$ cat config.mk
export PLATFORM = sky130hd
export DESIGN_NAME = cmac_tx_pkt_gen
export DESIGN_NICKNAME = d
export VERILOG_FILES = /design/src/rtl/cmac_tx_pkt_gen.sv
export SDC_FILE = /design/constraint.sdc
export NUM_CORES = 1
export LEC_CHECK = 0
export BUFFER_PORTS_ARGS = -buffer_cell sky130_fd_sc_hd__buf_2
export CAP_MARGIN = 20
export CORE_AREA = 10 10 246 248
export DETAILED_ROUTE_END_ITERATION = 10
export DIE_AREA = 0 0 256 258
export GPL_TIMING_DRIVEN = 0
export HOLD_SLACK_MARGIN = 0.15
export PLACE_DENSITY = 0.52
export SETUP_SLACK_MARGIN = 0.02
export SLEW_MARGIN = 30
export SYNTH_ARGS = -nofsm -noshare
export SYNTH_HDL_FRONTEND = slang
export SYNTH_SLANG_ARGS = --single-unit
$ cat constraint.sdc
create_clock -name cmac_clk -period 6.3 [get_ports cmac_clk]
set_input_delay 0.315 -clock cmac_clk [delete_from_list [all_inputs] [get_ports cmac_clk]]
set_output_delay 0.315 -clock cmac_clk [all_outputs]
set_load 0.02 [all_outputs]
$ cat src/rtl/cmac_tx_pkt_gen.sv
// Fixed-length AXI-Stream frame source for the CMAC TX port. Sends a configured
// number of frames carrying a rolling byte pattern, with a programmable idle gap.
module cmac_tx_pkt_gen #(
  parameter int MIN_LEN = 64,
  parameter int MAX_LEN = 9600
) (
  input  logic         cmac_clk,
  input  logic         rstn,
  input  logic         start,
  input  logic         stop,
  input  logic [13:0]  cfg_len,
  input  logic [15:0]  cfg_count,
  input  logic [7:0]   cfg_gap,
  output logic         m_axis_cmac_tvalid,
  output logic [511:0] m_axis_cmac_tdata,
  output logic [63:0]  m_axis_cmac_tkeep,
  output logic         m_axis_cmac_tlast,
  output logic         m_axis_cmac_tuser_err,
  input  logic         m_axis_cmac_tready,
  output logic         busy,
  output logic         done,
  output logic [31:0]  tx_frames
);

  typedef enum logic [1:0] {
    ST_IDLE,
    ST_SEND,
    ST_GAP
  } state_t;

  state_t      state_reg, state_next;
  logic [7:0]  last_beat_reg, last_beat_next;
  logic [63:0] last_keep_reg, last_keep_next;
  logic [15:0] count_reg, count_next;
  logic [7:0]  gap_reg, gap_next;
  logic [7:0]  gap_cnt_reg, gap_cnt_next;
  logic [7:0]  beat_reg, beat_next;
  logic [7:0]  seq_reg, seq_next;
  logic [31:0] tx_frames_reg, tx_frames_next;
  logic        stop_pend_reg, stop_pend_next;
  logic        done_reg, done_next;

  logic [13:0] len_clamped;
  logic [5:0]  len_rem;
  logic        is_last;
  logic        xfer;
  logic [31:0] frames_plus;
  logic        run_end;

  always_comb begin
    len_clamped = cfg_len;
    if (cfg_len < 14'(MIN_LEN)) begin
      len_clamped = 14'(MIN_LEN);
    end else if (cfg_len > 14'(MAX_LEN)) begin
      len_clamped = 14'(MAX_LEN);
    end
  end

  assign len_rem     = len_clamped[5:0];
  assign is_last     = (beat_reg == last_beat_reg);
  assign xfer        = m_axis_cmac_tvalid && m_axis_cmac_tready;
  assign frames_plus = tx_frames_reg + 32'd1;
  // A stop seen in the very cycle of the tlast transfer also ends the run.
  assign run_end     = stop_pend_reg || stop ||
                       ((count_reg != 16'd0) && (frames_plus == {16'd0, count_reg}));

  always_ff @(posedge cmac_clk) begin
    if (!rstn) begin
      state_reg     <= ST_IDLE;
      last_beat_reg <= 8'd0;
      last_keep_reg <= 64'd0;
      count_reg     <= 16'd0;
      gap_reg       <= 8'd0;
      gap_cnt_reg   <= 8'd0;
      beat_reg      <= 8'd0;
      seq_reg       <= 8'd0;
      tx_frames_reg <= 32'd0;
      stop_pend_reg <= 1'b0;
      done_reg      <= 1'b0;
    end else begin
      state_reg     <= state_next;
      last_beat_reg <= last_beat_next;
      last_keep_reg <= last_keep_next;
      count_reg     <= count_next;
      gap_reg       <= gap_next;
      gap_cnt_reg   <= gap_cnt_next;
      beat_reg      <= beat_next;
      seq_reg       <= seq_next;
      tx_frames_reg <= tx_frames_next;
      stop_pend_reg <= stop_pend_next;
      done_reg      <= done_next;
    end
  end

  always_comb begin
    state_next     = state_reg;
    last_beat_next = last_beat_reg;
    last_keep_next = last_keep_reg;
    count_next     = count_reg;
    gap_next       = gap_reg;
    gap_cnt_next   = gap_cnt_reg;
    beat_next      = beat_reg;
    seq_next       = seq_reg;
    tx_frames_next = tx_frames_reg;
    stop_pend_next = stop_pend_reg;
    done_next      = 1'b0;

    case (state_reg)
      ST_IDLE: begin
        if (start) begin
          count_next     = cfg_count;
          gap_next       = cfg_gap;
          last_beat_next = 8'((len_clamped - 14'd1) >> 6);
          last_keep_next = (len_rem == 6'd0) ? {64{1'b1}} : ~({64{1'b1}} << len_rem);
          tx_frames_next = 32'd0;
          seq_next       = 8'd0;
          beat_next      = 8'd0;
          stop_pend_next = 1'b0;
          state_next     = ST_SEND;
        end
      end

      ST_SEND: begin
        if (stop) begin
          stop_pend_next = 1'b1;
        end
        if (xfer) begin
          if (is_last) begin
            tx_frames_next = frames_plus;
            seq_next       = seq_reg + 8'd1;
            beat_next      = 8'd0;
            if (run_end) begin
              stop_pend_next = 1'b0;
              done_next      = 1'b1;
              state_next     = ST_IDLE;
            end else if (gap_reg != 8'd0) begin
              gap_cnt_next = gap_reg - 8'd1;
              state_next   = ST_GAP;
            end
          end else begin
            beat_next = beat_reg + 8'd1;
          end
        end
      end

      ST_GAP: begin
        // No frame is in flight during the gap, so a stop ends the run at once.
        if (stop || stop_pend_reg) begin
          stop_pend_next = 1'b0;
          done_next      = 1'b1;
          state_next     = ST_IDLE;
        end else if (gap_cnt_reg == 8'd0) begin
          state_next = ST_SEND;
        end else begin
          gap_cnt_next = gap_cnt_reg - 8'd1;
        end
      end

      default: begin
        state_next = ST_IDLE;
      end
    endcase
  end

  // Outputs derive only from registered state, so they hold steady during a stall.
  assign m_axis_cmac_tvalid    = (state_reg == ST_SEND);
  assign m_axis_cmac_tlast     = m_axis_cmac_tvalid && is_last;
  assign m_axis_cmac_tkeep     = !m_axis_cmac_tvalid ? 64'd0 :
                                 (is_last ? last_keep_reg : {64{1'b1}});
  assign m_axis_cmac_tuser_err = 1'b0;
  assign busy                  = (state_reg != ST_IDLE);
  assign done                  = done_reg;
  assign tx_frames             = tx_frames_reg;

  genvar gi;
  generate
    for (gi = 0; gi < 64; gi++) begin : g_byte
      logic [7:0] byte_val;
      assign byte_val = seq_reg + {beat_reg[1:0], 6'd0} + 8'(gi);
      assign m_axis_cmac_tdata[gi*8 +: 8] = m_axis_cmac_tkeep[gi] ? byte_val : 8'd0;
    end
  endgenerate

endmodule

; ---- Word-level counts from Yosys, hierarchy flattened
; Cells that the tools add are included.
[word_totals]
register_bits = 156
output_inout_bits = 613
word_cells = 226
[classes]
n_addsub = 70
magnitude_cmp = 2
eq_ne = 14
n_shift = 1
mux = 107
bitwise = 1
reduce_logical = 20
[ops]
columns = operator, count
row1 = $mux W8, 75
row2 = $add A8 B6 Y8 const B, 32
row3 = $mux W64, 3
row4 = $add A8 B5 Y8 const B, 16
row5 = $mux W32, 3
row6 = $add A8 B4 Y8 const B, 8
row7 = $not A64 Y64, 1
row8 = $pmux W32 S2, 1
row9 = $shl A64 B6 Y64 const A, 1
row10 = $pmux W8 S2, 3
row11 = $add A32 B1 Y32 const B, 1
row12 = $add A8 B3 Y8 const B, 4
row13 = $eq A32 B16 Y1, 1
row14 = $mux W14, 2
row15 = $add A8 B1 Y8 const B, 3
row16 = $add A8 B2 Y8 const B, 2
row17 = $reduce_bool A16 Y1, 1
row18 = $sub A8 B1 Y8 const B, 2
row19 = $gt A14 B14 Y1 const B, 1
row20 = $lt A14 B7 Y1 const B, 1
row21 = $mux W2, 7
row22 = $sub A14 B1 Y14 const B, 1
row23 = $mux W1, 10
row24 = $ne A2 B2 Y1 const B, 5
row25 = other kinds (23), 31

; ---- Longest topological paths before layout
; Gate-level depths: netlist (run 1).
[depth]
ltp_word = 8
ltp_mapped = 15
ltp_nobuf = 10

; ---- Worst setup path after synthesis (run 1)
; No wires, ideal clock.
[synth_path]
kind = flip-flop to flip-flop
startpoint = register tx_frames_reg[1], in the netlist tx_frames[1]
endpoint = register gap_cnt_reg[2]
arrival_time_ps = 2977
slack_ps = 3201
path_stages_with_launch = 15
period_less_slack_ps = 3099
path_cell_list = dfxtp_1 ha_1 buf_2 and3_1 clkbuf_1 and3_1 buf_2 xnor2_1 a211o_1 a22o_1 nor4_4 a41oi_2 buf_6 o2111a_1 a311o_1
[synth_between]
elab_chain_cells = 6
[synth_lines]
columns = item, line
row1 = from (decl), 39  ; logic [31:0] tx_frames_reg, tx_frames_next;
row2 = from (signal assigned), 89  ; tx_frames_reg <= tx_frames_next;
row3 = $add A32 B1 Y32, 62  ; assign frames_plus = tx_frames_reg + 32'd1;
row4 = $eq A32 B16 Y1, 65  ; ((count_reg != 16'd0) && (frames_plus == {16'd0, count_reg}));
row5 = $logic_and A1 B1 Y1, 65
row6 = $logic_or A1 B1 Y1, 64  ; assign run_end = stop_pend_reg || stop ||
row7 = $ne A2 B2 Y1 (no line), -
row8 = $reduce_and A7 Y1 (no line), -
row9 = to (signal assigned), 86  ; gap_cnt_reg <= gap_cnt_next;
row10 = to (decl), 36  ; logic [7:0] gap_cnt_reg, gap_cnt_next;
; Every way passes these cells.
; A chain may end at the register's enable or synchronous reset.

; ---- Worst setup path after layout (run 1)
[layout_path]
startpoint = register seq_reg[0]
endpoint = output port m_axis_cmac_tdata[489]
[layout_between]
elab_chain_cells = 3
[layout_lines]
columns = item, line
row1 = from (decl), 38  ; logic [7:0] seq_reg, seq_next;
row2 = from (signal assigned), 88  ; seq_reg <= seq_next;
row3 = $add A8 B8 Y8, 179  ; assign byte_val = seq_reg + {beat_reg[1:0], 6'd0} + 8'(gi);
row4 = $add A8 B6 Y8, 179
row5 = $mux W8, 180  ; assign m_axis_cmac_tdata[gi*8 +: 8] = m_axis_cmac_tkeep[gi] ? byte_val : 8'd0;
row6 = to (decl), 15  ; output logic [511:0] m_axis_cmac_tdata,
; Every way passes these cells.

==> flow_summary.ini, run 1 <==
[sta]
worst_slack_ns = 0.805
tns_ns = 0
finalCritPeriodShare = 0.872
tightest_slew_ns = 1.03
finClkSkew_ns = 0.0190
max_freq_mhz = 182
min_period_ns = 5.50
relSlewSlack = 0.310
rsz0062_at_grt = no
slew_violations = 0
whs_ns = 0.161
finalSetupViolCount = 0
finalHoldViolations = 0

[synthesis]
postSynth.asyncResetShare = 0
syn_inst = 2153
synthAdderAreaFrac = 0.0262
synth_xor_area_frac = 0.156
synth_top_family_by_area = simple AND/OR/NAND/NOR gates
synthMuxAreaShare = 0.00877
synth_edf_count = 0
yosysSeqAreaShare = 0.226
ys_ff_latch = 156
yosys.area_share.simple = 0.322
synth_ff_type = dfxtp_1
syn_area_per_cell_sq_um = 6.43
synth_warnings = 0
synth_top_area_share = 0.226
synth_compound_area_frac = 0.192
synth_nets = 2225
synthesis.area_sq_um = 13800
synth_cell_types = 77
yosysTopAreaCell = dfxtp_1
synth_area_leaders = dfxtp_1 (23%), nor2_1 (16%), xnor2_1 (9.6%), a21oi_1 (6.3%), xor2_1 (6.1%)

[worst_setup_path]
endpoint_kind = output port
arrival_ns = 5.18
crit_start = seq_reg[0]$_SDFFE_PN0P_
worstPathRequired_ns = 5.98
cp_max_fo = 11
worstSetupPathType = flop to output port
start_kind = flop
reg2reg_from = seq_reg[0]$_SDFFE_PN0P_

[clock_tree]
ctsResizeCount = 0
cts_tree = built
cts_buffer_depth = 2
cts.sinks = 156
clk_pin_slew_ns = 0.07
cts_setup_buffers = 0
cts-root-buf = clkbuf_16
insertion_delay_ns = 0.45
h-tree-depth = 4
cts_buffers = 17

[finish]
fin_area_sq_um = 20100
finalNetCount = 2958
final_cells = 3657
area_growth_pct = 45.1
multi_input_area_sq_um = 10200
regArea_sq_um = 3120
final_util = 0.360
largest_register_ffs = 64
nFillCells = 6248
drive_gt1_frac = 0.293

[power]
p_int_mw = 3.55
p_sw_mw = 5.62
seq_power_share = 0.139
ir_drop_mv = 0.231
switching_share = 0.613
clockPowerShare = 0.118
leakagePower_nw = 9.96
power_mw = 9.16
p_comb_frac = 0.743
pwr_density_cell_nw_per_um2 = 456

[detailed_routing]
wl_per_cell_um = 29.4
antenna_left = 0
viasPerCell = 5.23
drc = 0
wl_mm = 108
dr.pass1.iters = 7
drtIter0Drc = 2273
vias = 19100

[global_routing]
grt_max_degree = 17
grt_pass1_wl_mm = 147
track_usage = 0.308
antenna_found_initial = 3
grt_pass1_vias = 18100
grt-ovfl-total = 0

[worst_hold_path]
hold_class = input pin to flop
min_from = cfg_count[4]

[place]
dp_slack_ns = 1.40
numPortBuffers = 652
dp_cells = 3602
gp_congestion = 1.00
dp_hpwl_mm = 87.9
place_area_sq_um = 19300

[floorplan]
io_pins = 656
dieWidth_um = 256
dieArea_sq_um = 66000
fp.dieH_um = 258
start_util = 0.248
rows = 87
coreArea_sq_um = 55700

[outcome]
status = finished, final reports clean

[flow_run]
maxCapViolCount = 0
[Yosys cell counts (all sizes together) (25+ instances only)]
cell    number
dfxtp      156
clkbuf     125
nand2      183
xor2        96
nor2       583
ha          29
o21ai      163
and2        46
nor4        25
xnor2      151
buf         35
a21oi      175
nand3       36
inv         82
nand2b      25
[routing by layer]
metal	part of all wire	track usage	vias to the layer above
met2	0.45	0.492	1209
li1	-	-	8579
met3	0.099	0.0805	239
met4	0.055	0.152	2
met1	0.40	0.379	9109
met5	0.000065	0	-
[critical path: stages, from the launching register on]
cell and delay [ns]:
dfxtp_1 0.39, clkbuf_1 0.31, clkbuf_1 0.70, inv_1 0.53
clkbuf_1 0.42, ha_1 0.39, clkbuf_2 0.48, clkinv_1 0.68
clkbuf_1 0.44, nor2_1 0.17, buf_2 0.18
[cell usage in the layout (no fill, tap or decap), types with 15 or more instances in the layout]
cell,synthesis,final
nor3_1,16,15
nor2_1,582,581
and2_1,46,46
nor2b_1,19,19
buf_2,13,667
nor4_1,20,19
buf_16,0,16
dfxtp_1,156,156
clkbuf_1,125,120
xnor2_1,151,150
o31ai_1,17,17
inv_1,80,80
nand2b_1,25,25
buf_1,17,15
nand4_1,19,19
clkbuf_16,0,17
o21ai_2,0,36
o21ai_0,100,98
nand3_1,36,36
a31oi_1,21,21
buf_6,1,18
a21oi_1,175,175
ha_1,29,29
nand2_1,183,183
xor2_1,96,95
dlygate4sd3_1,0,21
o21ai_4,0,26
[cell families after synthesis]
logic type	after synthesis
simple gates	1006
compound gates	457
xor+xnor	247
buf+inv	245
flops	156
fa+ha+maj	29
mux	12
other cells	1
[power by group through the flow]
stage / Sequential (mW) / Clock [mW] / Combinational (mW)
CTS: 1.27 / 1.08 / 6.74
global route: 1.29 / 1.12 / 7.05
floorplan: 1.23 / 0 / 3.05
finish: 1.28 / 1.08 / 6.80
detailed placement: 1.29 / 0 / 6.71
global placement: 1.26 / 0 / 6.01
[what timing repair did]
action                                 CTS  global route
setup endpoints to repair                0             0
endpoints found under the hold margin   21             0
hold buffers                            21             0
[cell type report]
cell class                 instances  share of cell area
antenna                            2            0.000249
buffer                           160              0.0323
clock buffer                      19              0.0221
multi-input combinational       1752               0.509
sequential                       156               0.156
timing repair buffer             714               0.210
clock inverter                    13             0.00742
tap                              756              0.0471
inverter                          85              0.0159
[worst paths after layout]
path	cells after the start	slack, ns	end
max	10	0.80	m_axis_cmac_tdata[489]
min	3	0.16	count_reg[4]$_SDFFE_PN0P_
max reg2reg	8	2.01	seq_reg[1]$_SDFFE_PN0P_
min reg2reg	2	0.47	last_keep_reg[62]$_SDFFE_PN0P_
(Power assumes the default switching activity.)
==> run 2: changes to the inputs <==
CORE_AREA = 10 10 247 249   (was 10 10 246 248)
DIE_AREA = 0 0 257 259   (was 0 0 256 258)
==> run 2 against run 1 <==
Net effect:
- non-clock buffer count up 6
- clock skew down 0.0016 ns
- final area up 0.49%
- sequential share of layout area down 0.075 points
- final cell count up 0.25%
- worst hold slack better by 0.072 ns
- critical path depth unchanged
- die area up 0.78%
- core utilization about the same
- register-to-register slack better by 0.13 ns
- worst setup slack better by 0.21 ns
- global-route usage up 0.24 points
==> flow_summary.ini, run 2 (synthesis results as in run 1) <==
[floorplan]
io_pins = 656
dieArea_sq_um = 66600
dieWidth_um = 257
rows = 87
fp.dieH_um = 259
coreArea_sq_um = 56000
start_util = 0.247

[sta]
max_freq_mhz = 189
tightest_slew_ns = 1.09
finalHoldViolations = 0
whs_ns = 0.233
tns_ns = 0
rsz0062_at_grt = no
finClkSkew_ns = 0.0174
finalSetupViolCount = 0
finalCritPeriodShare = 0.838
min_period_ns = 5.28
relSlewSlack = 0.276
slew_violations = 0

[place]
dp_hpwl_mm = 89.4
numPortBuffers = 652
dp_cells = 3605
gp_congestion = 0.995

[global_routing]
antenna_found_initial = 10
grt_pass1_wl_mm = 148
grt-ovfl-total = 0
grt_pass1_vias = 18300
track_usage = 0.310
grt_max_degree = 17

[clock_tree]
cts_buffers = 17
clk_pin_slew_ns = 0.08
insertion_delay_ns = 0.46
cts.sinks = 156
h-tree-depth = 4
cts_buffer_depth = 2
cts_setup_buffers = 0
cts-root-buf = clkbuf_16
ctsResizeCount = 0
cts_tree = built

[flow_run]
maxCapViolCount = 0

[power]
ir_drop_mv = 0.234
leakagePower_nw = 10.0
power_mw = 9.27
pwr_density_cell_nw_per_um2 = 460

[worst_setup_path]
cp_max_fo = 10
worstSetupPathType = flop to output port
cp_slowest_stage_delay_ns = 0.65
cp_common_cell = clkbuf_1
endpoint_kind = output port
arrival_ns = 4.97
crit_chain = clkbuf_1 -> clkbuf_1 -> inv_1 -> clkbuf_1 -> ha_1 -> clkbuf_1 -> clkinv_1 -> clkbuf_1 -> nor2_1 -> buf_2
slowest_stage = clkbuf_1
worstPathBufferInverterCount = 8
start_kind = flop
worstPathRequired_ns = 5.98
path_delay_family = buffers and inverters
r2r_slack_ns = 2.14

[detailed_routing]
vias = 19200
dr.pass1.iters = 9
drtIter0Drc = 2319
wl_per_cell_um = 29.9
drc = 0
antenna_left = 0
viasPerCell = 5.25
wl_mm = 110

[finish]
finalNetCount = 2964
drive_gt1_frac = 0.294
nFillCells = 6329
final_common_cell = buf_2
final_cells = 3666
largest_register_ffs = 64
area_growth_pct = 45.8
final_cell_mix = buf_2 (667), nor2_1 (581), nand2_1 (183)

[outcome]
status = finished, final reports clean

[worst_hold_path]
hold_class = input pin to flop
==> run 2: path summary, 6_finish.rpt <==
kind                            cells after the start                              to                      startpoint
worst max register to register                      8         seq_reg[1]$_SDFFE_PN0P_         seq_reg[0]$_SDFFE_PN0P_
worst max-delay path                               10          m_axis_cmac_tdata[329]         seq_reg[0]$_SDFFE_PN0P_
worst min register to register                      2  last_keep_reg[60]$_SDFFE_PN0P_  last_keep_reg[60]$_SDFFE_PN0P_
worst min-delay path                                3   last_beat_reg[2]$_SDFFE_PN0P_                      cfg_len[8]
==> run 2: cell type report <==
type	count	area (sq um)	area share
timing repair buffer	720	4300	0.213
clock inverter	14	150	0.00744
buffer	160	649	0.0322
clock buffer	18	439	0.0218
tap	756	946	0.0469
multi-input combinational	1752	10200	0.507
inverter	85	319	0.0158
sequential	156	3120	0.155
antenna	5	12.5	0.000620
==> run 2: what timing repair did <==
item / CTS / global route
endpoints found under the setup margin: 0 / 0
hold buffers: 23 / 1
endpoints found under the hold margin: 23 / 1
==> run 2: worst min-delay path, delay by kind of cell <==
family	cells	cell delay, ns
xor gates and xnor gates	1	0.13
AOI/OAI and AO/OA	1	0.08
buffers and inverters	1	0.13
==> run 2: per-layer routing <==
metal | vias to the layer above | routed length, um | part of all wire | GRT usage
met4 | 4 | 6370 | 0.058 | 0.165
met1 | 9152 | 43400 | 0.40 | 0.375
met5 | - | 69 | 0.00063 | 0
met2 | 1224 | 48500 | 0.44 | 0.489
met3 | 259 | 11200 | 0.10 | 0.0937
li1 | 8602 | - | - | -
==> run 2: metrics by stage <==
| stage | cell area (sq um) | util | worst slack (ns) |
|---|---|---|---|
| finish | 20200 | 0.361 | 1.02 |
| global route | 20200 | 0.360 | 0.861 |
| CTS | 20100 | 0.360 | 1.02 |
| detailed placement | 19300 | 0.345 | 1.53 |
| global placement | 18000 | 0.322 | 1.50 |
| floorplan | 13800 | - | 3.20 |
==> run 2: report_power, final <==
group | switching [mW] | total, mW | internal [mW]
registers | 0.145 | 1.27 | 1.13
logic | 5.04 | 6.91 | 1.87
clock network | 0.517 | 1.09 | 0.572
